[config.mk]
export PLATFORM = sky130hd
export DESIGN_NAME = cut_vector_sequencer
export DESIGN_NICKNAME = d
export VERILOG_FILES = /design/src/rtl/cut_vector_sequencer.sv
export SDC_FILE = /design/constraint.sdc
export NUM_CORES = 1
export LEC_CHECK = 0
export ABC_AREA = 1
export CAP_MARGIN = 20
export CORE_AREA = 4 4 300 302
export DETAILED_ROUTE_END_ITERATION = 8
export DIE_AREA = 0 0 304 306
export GPL_TIMING_DRIVEN = 0
export PLACE_DENSITY = 0.5
export SYNTH_ARGS = -nofsm -noshare
export SYNTH_HDL_FRONTEND = slang
export SYNTH_SLANG_ARGS = --single-unit
[constraint.sdc]
create_clock -name clk -period 1.75 [get_ports clk]
set_input_delay 0.2625 -clock clk [delete_from_list [all_inputs] [get_ports clk]]
set_output_delay 0.2625 -clock clk [all_outputs]
set_load 0.03 [all_outputs]
[src/rtl/cut_vector_sequencer.sv]
// ---------------------------------------------------------------------------
// cut_vector_sequencer
//   Steps an ISCAS85 combinational circuit-under-test through a set of stored
//   input vectors. For each vector it fetches it from a synchronous vector RAM,
//   drives it onto the CUT, waits a programmable settle window, then captures
//   the CUT outputs. It can also compare the capture against a golden RAM and
//   count mismatches, which are aging-induced timing failures.
//
// Ports
//   clk, rst_n     rising-edge clock, asynchronous active-low reset
//   start          begin a run (honoured only while idle)
//   abort          stop the run at once; overrides every other event
//   num_vec        vectors in the run, clamped to DEPTH, latched at start
//   settle_cycles  extra wait cycles before each capture, latched at start
//   cmp_en         compare captures against golden data, latched at start
//   mem_addr       read address shared by the vector and golden RAMs
//   vec_rdata      vector RAM read data (one cycle after mem_addr)
//   gold_rdata     golden RAM read data (one cycle after mem_addr)
//   cut_in         registered drive to the CUT inputs
//   cut_out        CUT outputs
//   cap_valid      one-cycle pulse qualifying cap_data / cap_idx
//   cap_data       captured CUT outputs
//   cap_idx        index of the captured vector
//   busy           high whenever the sequencer is not idle
//   done           one-cycle pulse at the end of a completed run
//   err_cnt        mismatch count of the current / last run
//   first_err_vld  at least one mismatch seen in this run
//   first_err_idx  index of the first mismatching vector
// ---------------------------------------------------------------------------
module cut_vector_sequencer #(
    parameter int IN_W     = 207,
    parameter int OUT_W    = 108,
    parameter int ADDR_W   = 3,
    parameter int DEPTH    = 7,
    parameter int SETTLE_W = 8
) (
    input  logic                clk,
    input  logic                rst_n,
    input  logic                start,
    input  logic                abort,
    input  logic [ADDR_W:0]     num_vec,
    input  logic [SETTLE_W-1:0] settle_cycles,
    input  logic                cmp_en,
    output logic [ADDR_W-1:0]   mem_addr,
    input  logic [IN_W-1:0]     vec_rdata,
    input  logic [OUT_W-1:0]    gold_rdata,
    output logic [IN_W-1:0]     cut_in,
    input  logic [OUT_W-1:0]    cut_out,
    output logic                cap_valid,
    output logic [OUT_W-1:0]    cap_data,
    output logic [ADDR_W-1:0]   cap_idx,
    output logic                busy,
    output logic                done,
    output logic [ADDR_W:0]     err_cnt,
    output logic                first_err_vld,
    output logic [ADDR_W-1:0]   first_err_idx
);

    localparam logic [2:0] ST_IDLE    = 3'd0;
    localparam logic [2:0] ST_FETCH   = 3'd1;
    localparam logic [2:0] ST_LOAD    = 3'd2;
    localparam logic [2:0] ST_SETTLE  = 3'd3;
    localparam logic [2:0] ST_CAPTURE = 3'd4;
    localparam logic [2:0] ST_DONE    = 3'd5;

    localparam logic [ADDR_W:0] DEPTH_C = (ADDR_W + 1)'(DEPTH);

    // True when the captured word differs from the golden word in any bit.
    function automatic logic word_differs(input logic [OUT_W-1:0] a,
                                          input logic [OUT_W-1:0] b);
        return |(a ^ b);
    endfunction

    logic [2:0]          state_r;
    logic [2:0]          next_state_s;
    logic [ADDR_W:0]     n_r;
    logic [SETTLE_W-1:0] settle_r;
    logic [SETTLE_W-1:0] cnt_r;
    logic                cmp_en_r;
    logic [ADDR_W-1:0]   idx_r;
    logic [ADDR_W:0]     num_clamped_s;
    logic                last_s;
    logic                mismatch_s;

    // Clamp the requested vector count to the number of stored vectors.
    always_comb begin
        num_clamped_s = num_vec;
        if (num_vec > DEPTH_C) begin
            num_clamped_s = DEPTH_C;
        end else begin
            num_clamped_s = num_vec;
        end
    end

    // n_r is never 0 while a vector is in flight, so n_r-1 cannot wrap here.
    assign last_s     = ({1'b0, idx_r} == (n_r - 1'b1));
    assign mismatch_s = cmp_en_r & word_differs(cut_out, gold_rdata);

    // Next-state decode; abort overrides every transition.
    always_comb begin
        next_state_s = state_r;
        if (abort) begin
            next_state_s = ST_IDLE;
        end else begin
            case (state_r)
                ST_IDLE: begin
                    if (start) begin
                        next_state_s = (num_clamped_s == {(ADDR_W+1){1'b0}}) ? ST_DONE : ST_FETCH;
                    end else begin
                        next_state_s = ST_IDLE;
                    end
                end
                ST_FETCH:  next_state_s = ST_LOAD;
                ST_LOAD:   next_state_s = ST_SETTLE;
                ST_SETTLE: begin
                    if (cnt_r == {SETTLE_W{1'b0}}) begin
                        next_state_s = ST_CAPTURE;
                    end else begin
                        next_state_s = ST_SETTLE;
                    end
                end
                ST_CAPTURE: next_state_s = last_s ? ST_DONE : ST_FETCH;
                ST_DONE:    next_state_s = ST_IDLE;
                default:    next_state_s = ST_IDLE;
            endcase
        end
    end

    // FSM state, datapath registers and all registered outputs.
    always_ff @(posedge clk or negedge rst_n) begin
        if (!rst_n) begin
            state_r       <= ST_IDLE;
            n_r           <= '0;
            settle_r      <= '0;
            cnt_r         <= '0;
            cmp_en_r      <= 1'b0;
            idx_r         <= '0;
            mem_addr      <= '0;
            cut_in        <= '0;
            cap_valid     <= 1'b0;
            cap_data      <= '0;
            cap_idx       <= '0;
            busy          <= 1'b0;
            done          <= 1'b0;
            err_cnt       <= '0;
            first_err_vld <= 1'b0;
            first_err_idx <= '0;
        end else begin
            state_r   <= next_state_s;
            busy      <= (next_state_s != ST_IDLE);
            cap_valid <= 1'b0;
            done      <= 1'b0;
            if (!abort) begin
                case (state_r)
                    ST_IDLE: begin
                        if (start) begin
                            n_r           <= num_clamped_s;
                            settle_r      <= settle_cycles;
                            cmp_en_r      <= cmp_en;
                            idx_r         <= '0;
                            // Address is presented on entry to FETCH so the
                            // synchronous RAM data is ready for LOAD.
                            mem_addr      <= '0;
                            err_cnt       <= '0;
                            first_err_vld <= 1'b0;
                            first_err_idx <= '0;
                        end
                    end
                    ST_LOAD: begin
                        cut_in <= vec_rdata;
                        cnt_r  <= settle_r;
                    end
                    ST_SETTLE: begin
                        if (cnt_r != {SETTLE_W{1'b0}}) begin
                            cnt_r <= cnt_r - 1'b1;
                        end
                    end
                    ST_CAPTURE: begin
                        cap_data  <= cut_out;
                        cap_idx   <= idx_r;
                        cap_valid <= 1'b1;
                        if (mismatch_s) begin
                            err_cnt <= err_cnt + 1'b1;
                            if (!first_err_vld) begin
                                first_err_vld <= 1'b1;
                                first_err_idx <= idx_r;
                            end
                        end
                        if (!last_s) begin
                            idx_r    <= idx_r + 1'b1;
                            mem_addr <= idx_r + 1'b1;
                        end
                    end
                    ST_DONE: done <= 1'b1;
                    default: begin
                    end
                endcase
            end
        end
    end

endmodule

==> impl_metrics.py, run 1 <==
metrics = {
    "yosys": {
        "synth_largest_area_cell": "sky130_fd_sc_hd__dfrtp_1",
        "post_synth_and_or_nand_nor_area_fraction_pct": 14.3,
        "synth_top_family_by_area": "multiplexers",
        "post_synthesis_xor_xnor_area_fraction_pct": 5.72,
        "proportion_of_register_bits_with_asynchronous_set_or_reset_after_synthesis_pct": 100,
        "synth_fa_ha_area_share_pct": 0.413,
        "mappedNetlistNets": 1843,
        "synth-seq-area-share_pct": 58.8,
        "syn_inst": 1398,
        "muxShareOfSynthArea_pct": 15.4,
        "synth.top_cells.by_area": "sky130_fd_sc_hd__dfrtp_1 (59%), sky130_fd_sc_hd__nand2_1 (12%), sky130_fd_sc_hd__mux2_1 (9.7%), sky130_fd_sc_hd__mux2_2 (5.7%), sky130_fd_sc_hd__xnor2_1 (4.9%)",
        "synth_enable_flop_cells": 0,
        "synthTopCellsByCount": "sky130_fd_sc_hd__nand2_1 (472), sky130_fd_sc_hd__dfrtp_1 (356), sky130_fd_sc_hd__mux2_1 (130)",
        "synth.most_common_cell": "sky130_fd_sc_hd__nand2_1",
        "synth_top_area_share_pct": 58.8,
        "synth_compound_gate_area_share_pct": 1.87,
        "yosys_warnings": 0,
        "yosysUniqueCellTypes": 27,
        "dominantRegCellSynth": "sky130_fd_sc_hd__dfrtp_1",
        "syn-cell-area_mm2": 0.0152,
        "synth_seq_cells": 356,
        "avgSynthCellArea_um2": 10.8,
    },
    "pwr": {
        "leakagePower_uw": 0.0123,
        "cellPowerDensity_mw_per_mm2": 1330,
        "irDropWorstVdd_mv": 0.801,
    },
    "global_routing": {
        "track_usage_pct": 14.5,
        "grt_overflow_total": 0,
        "antenna_found_initial": 26,
        "grt_first_pass_wirelength_mm": 99.2,
        "first_global_vias": 14119,
        "grt_max_degree": 113,
    },
    "timing": {
        "final.period_utilization_pct": 98.1,
        "timing.final.crit_period_ns": 1.72,
        "layout_setup_ws_ns": 0.0340,
        "hold_violations": 0,
        "fin_worst_skew_ns": 0.0133,
        "tightestPinTransition_ns": 0.627,
        "grt_setup_unrepaired": "true",
        "final.hold.worst_slack_ns": 0.0251,
        "slew_headroom_pct": 58.2,
        "finalMaxSlewViolations": 0,
        "setup_viol": 0,
        "tns_ns": 0,
        "max_freq_ghz": 0.583,
    },
    "placed_design": {
        "dpl.hpwl_mm": 57.2,
        "placed_instance_count": 3338,
        "dpl_cell_area_mm2": 0.0244,
        "placement.io_buffers": 771,
        "pre_cts_ws_ns": -1.13,
        "routabilityCongestion": 0.934,
    },
    "finish": {
        "areaGrowthSynthToFinish_pct": 71.1,
        "stdcell_count": 3440,
        "stdcell_area_mm2": 0.0259,
        "final_net_count": 2677,
        "filler_cells": 9154,
        "drive_above_1_share_pct": 12.4,
    },
    "detailed_routing": {
        "drt-total-wl_mm": 70.1,
        "detailedRoute.firstPassIterationCount": 5,
        "dr.first_iter.drc_count": 543,
        "wire_per_inst_um": 20.4,
        "detailroute.via_count": 13186,
        "dr_vias_cell": 3.83,
        "final_antenna_net_count": 0,
        "route.detailed.drc": 0,
    },
    "clock_network": {
        "cts.sink_count": 356,
        "clk-insertion-delay-late_ns": 0.58,
        "worst_setup_hold_path_clk_slew_ns": 0.05,
        "tritoncts.num_buffers": 45,
        "htree_num_levels": 2,
        "cts_tree": "done",
        "cts.path.max_buffers": 3,
        "cts_root_buffer": "sky130_fd_sc_hd__clkbuf_16",
    },
    "die": {
        "ioPinCount": 772,
        "core_mm2": 0.0877,
        "fp-row-count": 109,
        "die-area_mm2": 0.0930,
        "dieHeight_um": 306,
        "die_x_um": 304,
        "floorplan.initialDensity_pct": 17.3,
    },
    "critical_path": {
        "crit_path_start_kind": "input port",
        "crit_required_ns": 2.19,
        "path_class": "input port to register",
        "worst-r2r-setup-slack_ns": 0.05,
        "worstPathArrival_ns": 2.16,
        "path_max_fanout": 10,
        "setup.worst_path.end_class": "register",
    },
    "hold_path": {
        "worstHoldPathType": "input port to register",
    },
    "status": {
        "run_status": "complete, no violations",
    },
    "run": {
        "max_cap_violations": 0,
    },
}
final cells by class:
type	count	area, um2	area share (%)
repair buffers	787	7550	29.1
flip-flops and latches	356	8910	34.4
multi-input cells	924	5910	22.8
clock buffers	57	1210	4.67
diodes	15	37.5	0.145
well taps	1165	1460	5.62
plain buffers	49	393	1.51
clock inverters	18	200	0.772
inverters	69	264	1.02
registers in the layout, indices dropped and copies added, names as in the netlist, 3 cells and up:
| signal | count |
|---|---|
| cap_data | 108 |
| err_cnt | 4 |
| first_err_idx | 3 |
| cnt_r | 8 |
| cut_in | 207 |
| cap_idx | 3 |
| settle_r | 8 |
| state_r | 3 |
| n_r | 4 |
| idx_r | 3 |
final timing paths:
kind,startpoint,end,depth (start not counted)
max,abort,cut_in[42],6
min,cut_out[16],cap_data[16],3
max reg2reg,state_r[2],cut_in[42],5
min reg2reg,cap_data[22],cap_data[22],2
max in group asynchronous,rst_n,cut_in[14],4
min in group asynchronous,rst_n,cap_data[89],2
timing repair:
item,4_1_cts,5_1_grt
hold buffers,1,2
setup buffers,3,6
gates resized for setup,434,67
endpoints found under the hold margin,63,2
pin swaps,16,26
cloned,0,0
endpoints found under the setup margin,660,370
report_power, final:
group          total (uW)  switching (uW)  internal [uW]
Clock                8960            3750           5210
Combinational       13400            8380           5000
Sequential          12300            1470          10800
Total               34600           13600          21000
per-stage QoR:
step,util (%),power [uW]
after global placement,27.7,27500
final,29.6,34600
after floorplan,-,19700
after CTS,29.3,35200
after global routing,29.6,36400
after detailed placement,27.9,27700
routing by layer:
metal  global-route usage [%]  vias up  share of wire, %
met5                        0        -             0.034
met4                     5.56        4               3.4
met3                     4.52      117               7.5
met2                     24.8      554                49
met1                     17.0     6348                40
li1                         -     6163                 -
cells in the final DEF (no fill, tap or decap), types with 15 or more instances in the layout:
cell	Yosys	layout
sky130_fd_sc_hd__mux2_2	77	77
sky130_fd_sc_hd__inv_1	60	58
sky130_fd_sc_hd__diode_2	0	15
sky130_fd_sc_hd__dfrtp_1	356	354
sky130_fd_sc_hd__xnor2_1	85	79
sky130_fd_sc_hd__buf_4	16	30
sky130_fd_sc_hd__clkdlybuf4s50_1	0	416
sky130_fd_sc_hd__nand2_1	472	456
sky130_fd_sc_hd__o21ai_1	18	18
sky130_fd_sc_hd__nand2_2	2	16
sky130_fd_sc_hd__dlygate4sd2_1	0	319
sky130_fd_sc_hd__o21ai_0	27	27
sky130_fd_sc_hd__clkbuf_16	0	45
sky130_fd_sc_hd__mux2_1	130	130
sky130_fd_sc_hd__nor2_1	54	38
critical path: stages:
cell and delay [ns]:
sky130_fd_sc_hd__clkdlybuf4s50_1 0.74, sky130_fd_sc_hd__nor2_1 0.14, sky130_fd_sc_hd__nand2_4 0.21, sky130_fd_sc_hd__buf_8 0.20
sky130_fd_sc_hd__buf_4 0.22, sky130_fd_sc_hd__mux2_1 0.35
kinds of logic (layout without fill, tap and decap cells):
| family | Yosys count | after routing |
|---|---|---|
| compound gates | 55 | 55 |
| xor+xnor | 99 | 99 |
| fa+ha+maj | 5 | 5 |
| buf+inv | 118 | 980 |
| flops | 356 | 356 |
| mux | 207 | 207 |
| other cells | 0 | 15 |
| simple gates | 558 | 558 |
No activity file was read; power rests on OpenSTA's default activity.
==> run 2: changes to the inputs <==
==> config.mk (replaced) <==
export PLATFORM = sky130hd
export DESIGN_NAME = cut_vector_sequencer
export DESIGN_NICKNAME = d
export VERILOG_FILES = /design/src/rtl/cut_vector_sequencer.sv
export SDC_FILE = /design/constraint.sdc
export NUM_CORES = 1
export LEC_CHECK = 0
export ABC_AREA = 0
export CAP_MARGIN = 20
export CORE_AREA = 4 4 296 298
export DETAILED_ROUTE_END_ITERATION = 8
export DIE_AREA = 0 0 300 302
export GPL_TIMING_DRIVEN = 0
export PLACE_DENSITY = 0.51
export SYNTH_ARGS = -nofsm -noshare
export SYNTH_HDL_FRONTEND = slang
export SYNTH_SLANG_ARGS = --single-unit
==> impl_metrics.py, run 2 <==
metrics = {
    "finish": {
        "largest_register_ffs": 207,
        "final_net_count": 2381,
        "most_common_library_cell_in_the_layout_ignoring_fill_and_taps": "sky130_fd_sc_hd__dlygate4sd2_1",
        "stdcell_area_mm2": 0.0285,
        "largest_registers": "cut_in x207, cap_data x108",
        "top_library_cells_by_usage_in_the_layout_fill_and_taps_aside": "sky130_fd_sc_hd__dlygate4sd2_1 (416), sky130_fd_sc_hd__dfrtp_1 (351), sky130_fd_sc_hd__clkdlybuf4s50_1 (293)",
        "largest-register": "cut_in",
        "areaGrowthSynthToFinish_pct": 93.1,
        "drive_above_1_share_pct": 31.9,
    },
    "placed_design": {
        "dpl_cell_area_mm2": 0.0241,
        "pre_cts_ws_ns": -2.33,
        "placement.io_buffers": 770,
        "dpl.hpwl_mm": 55.8,
        "routabilityCongestion": 0.871,
    },
    "timing": {
        "timing.final.crit_period_ns": 2.00,
        "final.hold.worst_slack_ns": 0.0178,
        "max_freq_ghz": 0.499,
        "hold_violations": 0,
        "fin_worst_skew_ns": 0.0382,
        "layout_setup_ws_ns": -0.254,
        "grt_setup_unrepaired": "true",
        "finalMaxSlewViolations": 0,
        "final.period_utilization_pct": 114,
        "setup_viol": 167,
        "slew_headroom_pct": 50.1,
        "tightestPinTransition_ns": 0.748,
    },
    "yosys": {
        "avgSynthCellArea_um2": 14.5,
        "synthTopCellsByCount": "sky130_fd_sc_hd__dfrtp_1 (356), sky130_fd_sc_hd__mux2_2 (319), sky130_fd_sc_hd__xor2_1 (108)",
        "syn_inst": 1016,
        "synth.most_common_cell": "sky130_fd_sc_hd__dfrtp_1",
        "synth_largest_area_cell": "sky130_fd_sc_hd__dfrtp_1",
        "mappedNetlistNets": 1461,
        "synth-seq-area-share_pct": 60.4,
        "proportion_of_register_bits_with_asynchronous_set_or_reset_after_synthesis_pct": 100,
        "dominantRegCellSynth": "sky130_fd_sc_hd__dfrtp_1",
        "yosysUniqueCellTypes": 46,
        "synth_seq_cells": 356,
        "yosys_warnings": 0,
        "synth_top_area_share_pct": 60.4,
        "synth_enable_flop_cells": 0,
        "syn-cell-area_mm2": 0.0147,
        "synth.top_cells.by_area": "sky130_fd_sc_hd__dfrtp_1 (60%), sky130_fd_sc_hd__mux2_2 (24%), sky130_fd_sc_hd__xor2_1 (6.4%), sky130_fd_sc_hd__nor4_1 (1.2%), sky130_fd_sc_hd__buf_2 (1.2%)",
    },
    "clock_network": {
        "tritoncts.num_buffers": 46,
        "cts.sink_count": 356,
        "worst_setup_hold_path_clk_slew_ns": 0.06,
        "cts_root_buffer": "sky130_fd_sc_hd__clkbuf_16",
        "clk-insertion-delay-late_ns": 0.57,
        "cts.path.max_buffers": 3,
        "cts_tree": "done",
        "htree_num_levels": 2,
    },
    "global_routing": {
        "antenna_found_initial": 17,
        "grt_first_pass_wirelength_mm": 99.7,
        "grt_overflow_total": 0,
        "track_usage_pct": 15.2,
        "first_global_vias": 13627,
        "grt_max_degree": 116,
    },
    "critical_path": {
        "cp_common_cell": "sky130_fd_sc_hd__nor4_4",
        "slowest_stage": "sky130_fd_sc_hd__nor4_4",
        "crit_path_start_kind": "input port",
        "setup.worst_path.end_class": "register",
        "critical_path.cell_chain": "buf_8 > xor2_4 > nor4_4 > nand4_1 > nor4_4 > buf_6 > a21boi_4 > and2_4 > mux2_4",
        "crit_family": "simple AND/OR/NAND/NOR gates",
        "crit_required_ns": 2.17,
        "worstPathArrival_ns": 2.43,
        "critical_path.max_stage_delay_ns": 0.49,
        "path_max_fanout": 7,
        "path_class": "input port to register",
        "timing.critical_path.buf_inv": 2,
    },
    "die": {
        "die_x_um": 300,
        "fp-row-count": 107,
        "floorplan.initialDensity_pct": 17.4,
        "ioPinCount": 772,
        "die-area_mm2": 0.0906,
        "dieHeight_um": 302,
        "core_mm2": 0.0849,
    },
    "detailed_routing": {
        "final_antenna_net_count": 0,
        "detailedRoute.firstPassIterationCount": 5,
        "detailroute.via_count": 12338,
        "dr.first_iter.drc_count": 679,
        "topRoutingLayerUsed": "met5",
        "drt-total-wl_mm": 74.6,
        "wirelength_met1_mm": 31.4,
        "wl_met3_mm": 5.09,
        "route.detailed.drc": 0,
        "wire_per_inst_um": 23.9,
        "dr_wl_met2_mm": 36.7,
        "dr_vias_cell": 3.95,
    },
    "pwr": {
        "irDropWorstVdd_mv": 0.811,
        "total_power_uw": 37100,
        "cellPowerDensity_mw_per_mm2": 1300,
        "leakagePower_uw": 0.0131,
    },
    "hold_path": {
        "worstHoldPathType": "input port to register",
    },
    "status": {
        "run_status": "finished, violations left",
        "failed_checks": "negative setup slack",
    },
    "run": {
        "max_cap_violations": 0,
    },
}
[run 2: cell types whose count changed after synthesis, moves of 8 or more]
| cell | previous run | this run |
|---|---|---|
| sky130_fd_sc_hd__buf_2 | 25 | 34 |
| sky130_fd_sc_hd__nor2_1 | 54 | 17 |
| sky130_fd_sc_hd__o21ai_1 | 18 | 1 |
| sky130_fd_sc_hd__xnor2_1 | 85 | 5 |
| sky130_fd_sc_hd__mux2_1 | 130 | 0 |
| sky130_fd_sc_hd__buf_4 | 16 | 0 |
| sky130_fd_sc_hd__mux2_2 | 77 | 319 |
| sky130_fd_sc_hd__inv_1 | 60 | 6 |
| sky130_fd_sc_hd__a21oi_1 | 6 | 14 |
| sky130_fd_sc_hd__nor4_1 | 0 | 28 |
| sky130_fd_sc_hd__nand2_1 | 472 | 38 |
| sky130_fd_sc_hd__inv_2 | 9 | 0 |
| sky130_fd_sc_hd__o21ai_0 | 27 | 17 |
| sky130_fd_sc_hd__xor2_1 | 14 | 108 |
[run 2: worst register-to-register path, delay by kind of cell, from the launching register on]
family	cells	cell delay, ns
mux	1	0.30
flops	1	0.43
buf+inv	6	0.81
simple gates	1	0.21
[run 2: cell type report]
| cell class | instances | area, um2 |
|---|---|---|
| tap | 1144 | 1430 |
| clock inverter | 17 | 175 |
| buffer | 30 | 527 |
| sequential | 356 | 8910 |
| antenna | 11 | 27.5 |
| multi-input combinational | 612 | 7170 |
| timing repair buffer | 884 | 8870 |
| clock buffer | 65 | 1340 |
| fill | 8568 | 56400 |
| inverter | 6 | 22.5 |
[run 2: kinds of logic (layout without fill, tap and decap cells)]
| logic type | count (synthesis) | count (layout) | synth area share (%) |
|---|---|---|---|
| compound gates | 51 | 51 | 2.15 |
| xor+xnor | 113 | 113 | 6.71 |
| fa+ha+maj | 5 | 5 | 0.424 |
| buf+inv | 48 | 1002 | 1.56 |
| flops | 356 | 356 | 60.4 |
| mux | 320 | 320 | 24.4 |
| other cells | 0 | 11 | 0 |
| simple gates | 123 | 123 | 4.33 |
[run 2: stage by stage]
| step | utilization [%] | setup TNS (ns) | cells |
|---|---|---|---|
| final | 33.6 | -6.54 | 3125 |
| after global routing | 33.5 | -19.68 | 3121 |
| after CTS | 32.5 | -20.82 | 3093 |
| after detailed placement | 28.3 | -277.51 | 2933 |
| after global placement | 28.2 | -5977.90 | 2930 |
| after floorplan | - | -6.85 | 1016 |
[run 2: power breakdown]
group	switching, uW	internal, uW	total (uW)	leakage, uW
sequential	1580	10800	12300	0.00433
clock	3820	5770	9590	0.000762
combinational	8470	6720	15200	0.00799
total	13900	23200	37100	0.0131
[run 2: per-layer routing]
layer  vias to the layer above  GRT usage, %
met5                         -             0
met4                         6          4.30
met3                        87          4.89
met2                       404          25.4
met1                      6405          18.8
li1                       5436             -
[run 2: final timing paths]
path / start / endpoint / slack, ns / cells past startpoint
worst max-delay path: gold_rdata[55] / err_cnt[0] / -0.25 / 9
worst min-delay path: cut_out[48] / cap_data[48] / 0.02 / 2
worst max register to register: state_r[0] / cut_in[106] / -0.09 / 8
worst min register to register: settle_r[7] / settle_r[7] / 0.49 / 2
max in group asynchronous: rst_n / cap_data[8] / 0.34 / 4
min in group asynchronous: rst_n / cut_in[105] / 0.23 / 2
[run 2: repair_timing]
action,in CTS,in global routing
hold endpoints to repair,76,9
setup buffers,58,24
pin swaps,59,41
hold buffers,5,9
setup endpoints to repair,684,451
gates cloned,19,12
resized for setup,885,264
==> run 3: changes to the inputs <==
--- a/config.mk
+++ b/config.mk
@@ -10,6 +10,7 @@
 export CORE_AREA = 4 4 296 298
 export DETAILED_ROUTE_END_ITERATION = 8
 export DIE_AREA = 0 0 300 302
+export GPL_ROUTABILITY_DRIVEN = 0
 export GPL_TIMING_DRIVEN = 0
 export PLACE_DENSITY = 0.51
 export SYNTH_ARGS = -nofsm -noshare
==> impl_metrics.py, run 3 (same netlist as run 2, synthesis figures left out) <==
metrics = {
    "timing": {
        "final.period_utilization_pct": 113,
        "layout_setup_ws_ns": -0.225,
        "fin_worst_skew_ns": 0.0157,
        "final.hold.worst_slack_ns": 0.0329,
        "hold_violations": 0,
        "timing.final.crit_period_ns": 1.98,
        "setup_viol": 205,
        "finalMaxSlewViolations": 0,
        "max_freq_ghz": 0.506,
        "grt_setup_unrepaired": "true",
        "tightestPinTransition_ns": 0.696,
        "slew_headroom_pct": 53.6,
    },
    "detailed_routing": {
        "detailroute.via_count": 12253,
        "route.detailed.drc": 0,
        "final_antenna_net_count": 0,
        "topRoutingLayerUsed": "met5",
        "dr_wl_met2_mm": 35.6,
        "wirelength_met1_mm": 30.4,
        "detailedRoute.firstPassIterationCount": 5,
        "wl_met3_mm": 4.72,
        "wire_per_inst_um": 23.3,
        "drt-total-wl_mm": 72.1,
        "dr_vias_cell": 3.96,
        "dr.first_iter.drc_count": 664,
    },
    "critical_path": {
        "critical_path_cell_count": 9,
        "timing.critical_path.buf_inv": 2,
        "path_class": "input port to register",
        "worst-r2r-setup-slack_ns": -0.11,
        "crit_path_start_kind": "input port",
        "slowest_stage": "sky130_fd_sc_hd__nand4_1",
        "crit_family": "simple AND/OR/NAND/NOR gates",
        "ff2ff_path_depth": 7,
        "setup.worst_path.end_class": "register",
        "worstPathArrival_ns": 2.41,
        "critical_path.cell_chain": "dlygate4sd2_1 > xor2_4 > nor4_2 > nand4_1 > nor4_4 > buf_6 > a21boi_4 > and2_4 > mux2_2",
        "critical_path.max_stage_delay_ns": 0.32,
        "critical_path.reg2reg.endpoint": "cut_in[22]",
        "crit_required_ns": 2.19,
        "path_max_fanout": 7,
        "crit_end": "err_cnt[0]",
        "critical_path.reg2reg.startpoint": "state_r[0]",
        "crit_path_start": "cut_out[102]",
    },
    "global_routing": {
        "first_global_vias": 12955,
        "antenna_found_initial": 21,
        "track_usage_pct": 14.6,
        "grt_max_degree": 116,
        "grt_overflow_total": 0,
        "grt_first_pass_wirelength_mm": 95.7,
    },
    "placed_design": {
        "placement.io_buffers": 770,
        "pre_cts_ws_ns": -2.33,
        "dpl_cell_area_mm2": 0.0241,
        "dpl.hpwl_mm": 54.9,
    },
    "pwr": {
        "total_power_uw": 35500,
        "irDropWorstVdd_mv": 1.01,
        "cellPowerDensity_mw_per_mm2": 1300,
        "leakagePower_uw": 0.0124,
    },
    "finish": {
        "most_common_library_cell_in_the_layout_ignoring_fill_and_taps": "sky130_fd_sc_hd__dlygate4sd2_1",
        "largest_register_ffs": 207,
        "largest-register": "cut_in",
        "areaGrowthSynthToFinish_pct": 85.9,
        "drive_above_1_share_pct": 30.1,
        "top_library_cells_by_usage_in_the_layout_fill_and_taps_aside": "sky130_fd_sc_hd__dlygate4sd2_1 (432), sky130_fd_sc_hd__dfrtp_1 (353), sky130_fd_sc_hd__clkdlybuf4s50_1 (296)",
        "stdcell_area_mm2": 0.0274,
        "final_net_count": 2355,
        "finalCoreUtilization_pct": 32.3,
        "largest_registers": "cut_in x207, cap_data x108",
        "filler_cells": 8690,
    },
    "die": {
        "core_mm2": 0.0849,
        "floorplan.initialDensity_pct": 17.4,
        "die_x_um": 300,
        "die-area_mm2": 0.0906,
        "ioPinCount": 772,
        "dieHeight_um": 302,
        "fp-row-count": 107,
    },
    "run": {
        "max_cap_violations": 0,
    },
    "clock_network": {
        "worst_setup_hold_path_clk_slew_ns": 0.06,
        "cts_tree": "done",
        "htree_num_levels": 2,
        "cts.path.max_buffers": 3,
        "cts_root_buffer": "sky130_fd_sc_hd__clkbuf_16",
        "cts.sink_count": 356,
        "tritoncts.num_buffers": 44,
        "clk-insertion-delay-late_ns": 0.57,
    },
    "hold_path": {
        "worstHoldPathType": "input port to register",
    },
    "status": {
        "failed_checks": "negative setup slack",
        "run_status": "finished, violations left",
    },
}
run 3: cell types whose count changed in the layout (fill, tap and decap cells not counted), moves of 6 or more:
cell                              before  now
sky130_fd_sc_hd__buf_8                15    7
sky130_fd_sc_hd__mux2_4              287  146
sky130_fd_sc_hd__clkbuf_2             19    3
sky130_fd_sc_hd__mux2_2               32  173
sky130_fd_sc_hd__dlygate4sd3_1        14    6
sky130_fd_sc_hd__buf_6                22   16
sky130_fd_sc_hd__dlygate4sd2_1       416  432
sky130_fd_sc_hd__clkdlybuf4s15_1      12    5
run 3: final cells by class:
type | count | area (um2) | share of cell area [%]
Buffer | 35 | 583 | 2.13
Timing Repair Buffer | 855 | 8480 | 30.9
Inverter | 6 | 22.5 | 0.0821
Sequential cell | 356 | 8910 | 32.5
Clock buffer | 67 | 1300 | 4.74
Tap cell | 1144 | 1430 | 5.22
Multi-Input combinational cell | 612 | 6610 | 24.1
Clock inverter | 9 | 52.6 | 0.192
Antenna cell | 9 | 22.5 | 0.0821
run 3: worst min-delay path by stage:
| stage | start | end | slack, ns | cells past startpoint |
|---|---|---|---|---|
| final | cut_out[37] | cap_data[37] | 0.03 | 2 |
| after detailed placement | rst_n | cut_in[61] | 0.29 | 1 |
| after CTS | cut_out[35] | cap_data[35] | 0.05 | 2 |
| after floorplan | rst_n | busy | -0.03 | 0 |
| after global placement | settle_r[7] | settle_r[7] | 0.49 | 2 |
| after global routing | cut_out[99] | cap_data[99] | 0.01 | 2 |
run 3: stage by stage:
step / setup TNS, ns / instances
after floorplan: -6.85 / 1016
after global placement: -5993.25 / 2930
after detailed placement: -269.89 / 2933
after CTS: -7.55 / 3051
after global routing: -27.80 / 3091
final: -10.23 / 3093
run 3: power by group:
part,switching (uW),internal [uW]
sequential,1570,10700
combinational,8330,6110
clock,3690,5080
total,13600,21900
run 3: timing repair:
action,CTS,global route
cloned,12,12
buffers inserted,30,30
endpoints found under the hold margin,74,1
hold buffers,5,1
pin swaps,50,20
gates resized for setup,768,136
setup endpoints to repair,684,448
run 3: routing by layer:
layer | vias up | GRT usage [%]
met2 | 398 | 24.1
met5 | - | 0
met3 | 88 | 4.34
li1 | 5383 | -
met4 | 16 | 3.84
met1 | 6368 | 18.6
run 3: worst register-to-register path: stages, from the launching register on:
cell and delay, ns:
sky130_fd_sc_hd__dfrtp_2 0.44, sky130_fd_sc_hd__buf_6 0.13, sky130_fd_sc_hd__nor3_4 0.20, sky130_fd_sc_hd__buf_12 0.18, sky130_fd_sc_hd__clkbuf_16 0.21, sky130_fd_sc_hd__buf_12 0.13
sky130_fd_sc_hd__buf_12 0.14, sky130_fd_sc_hd__mux2_4 0.31
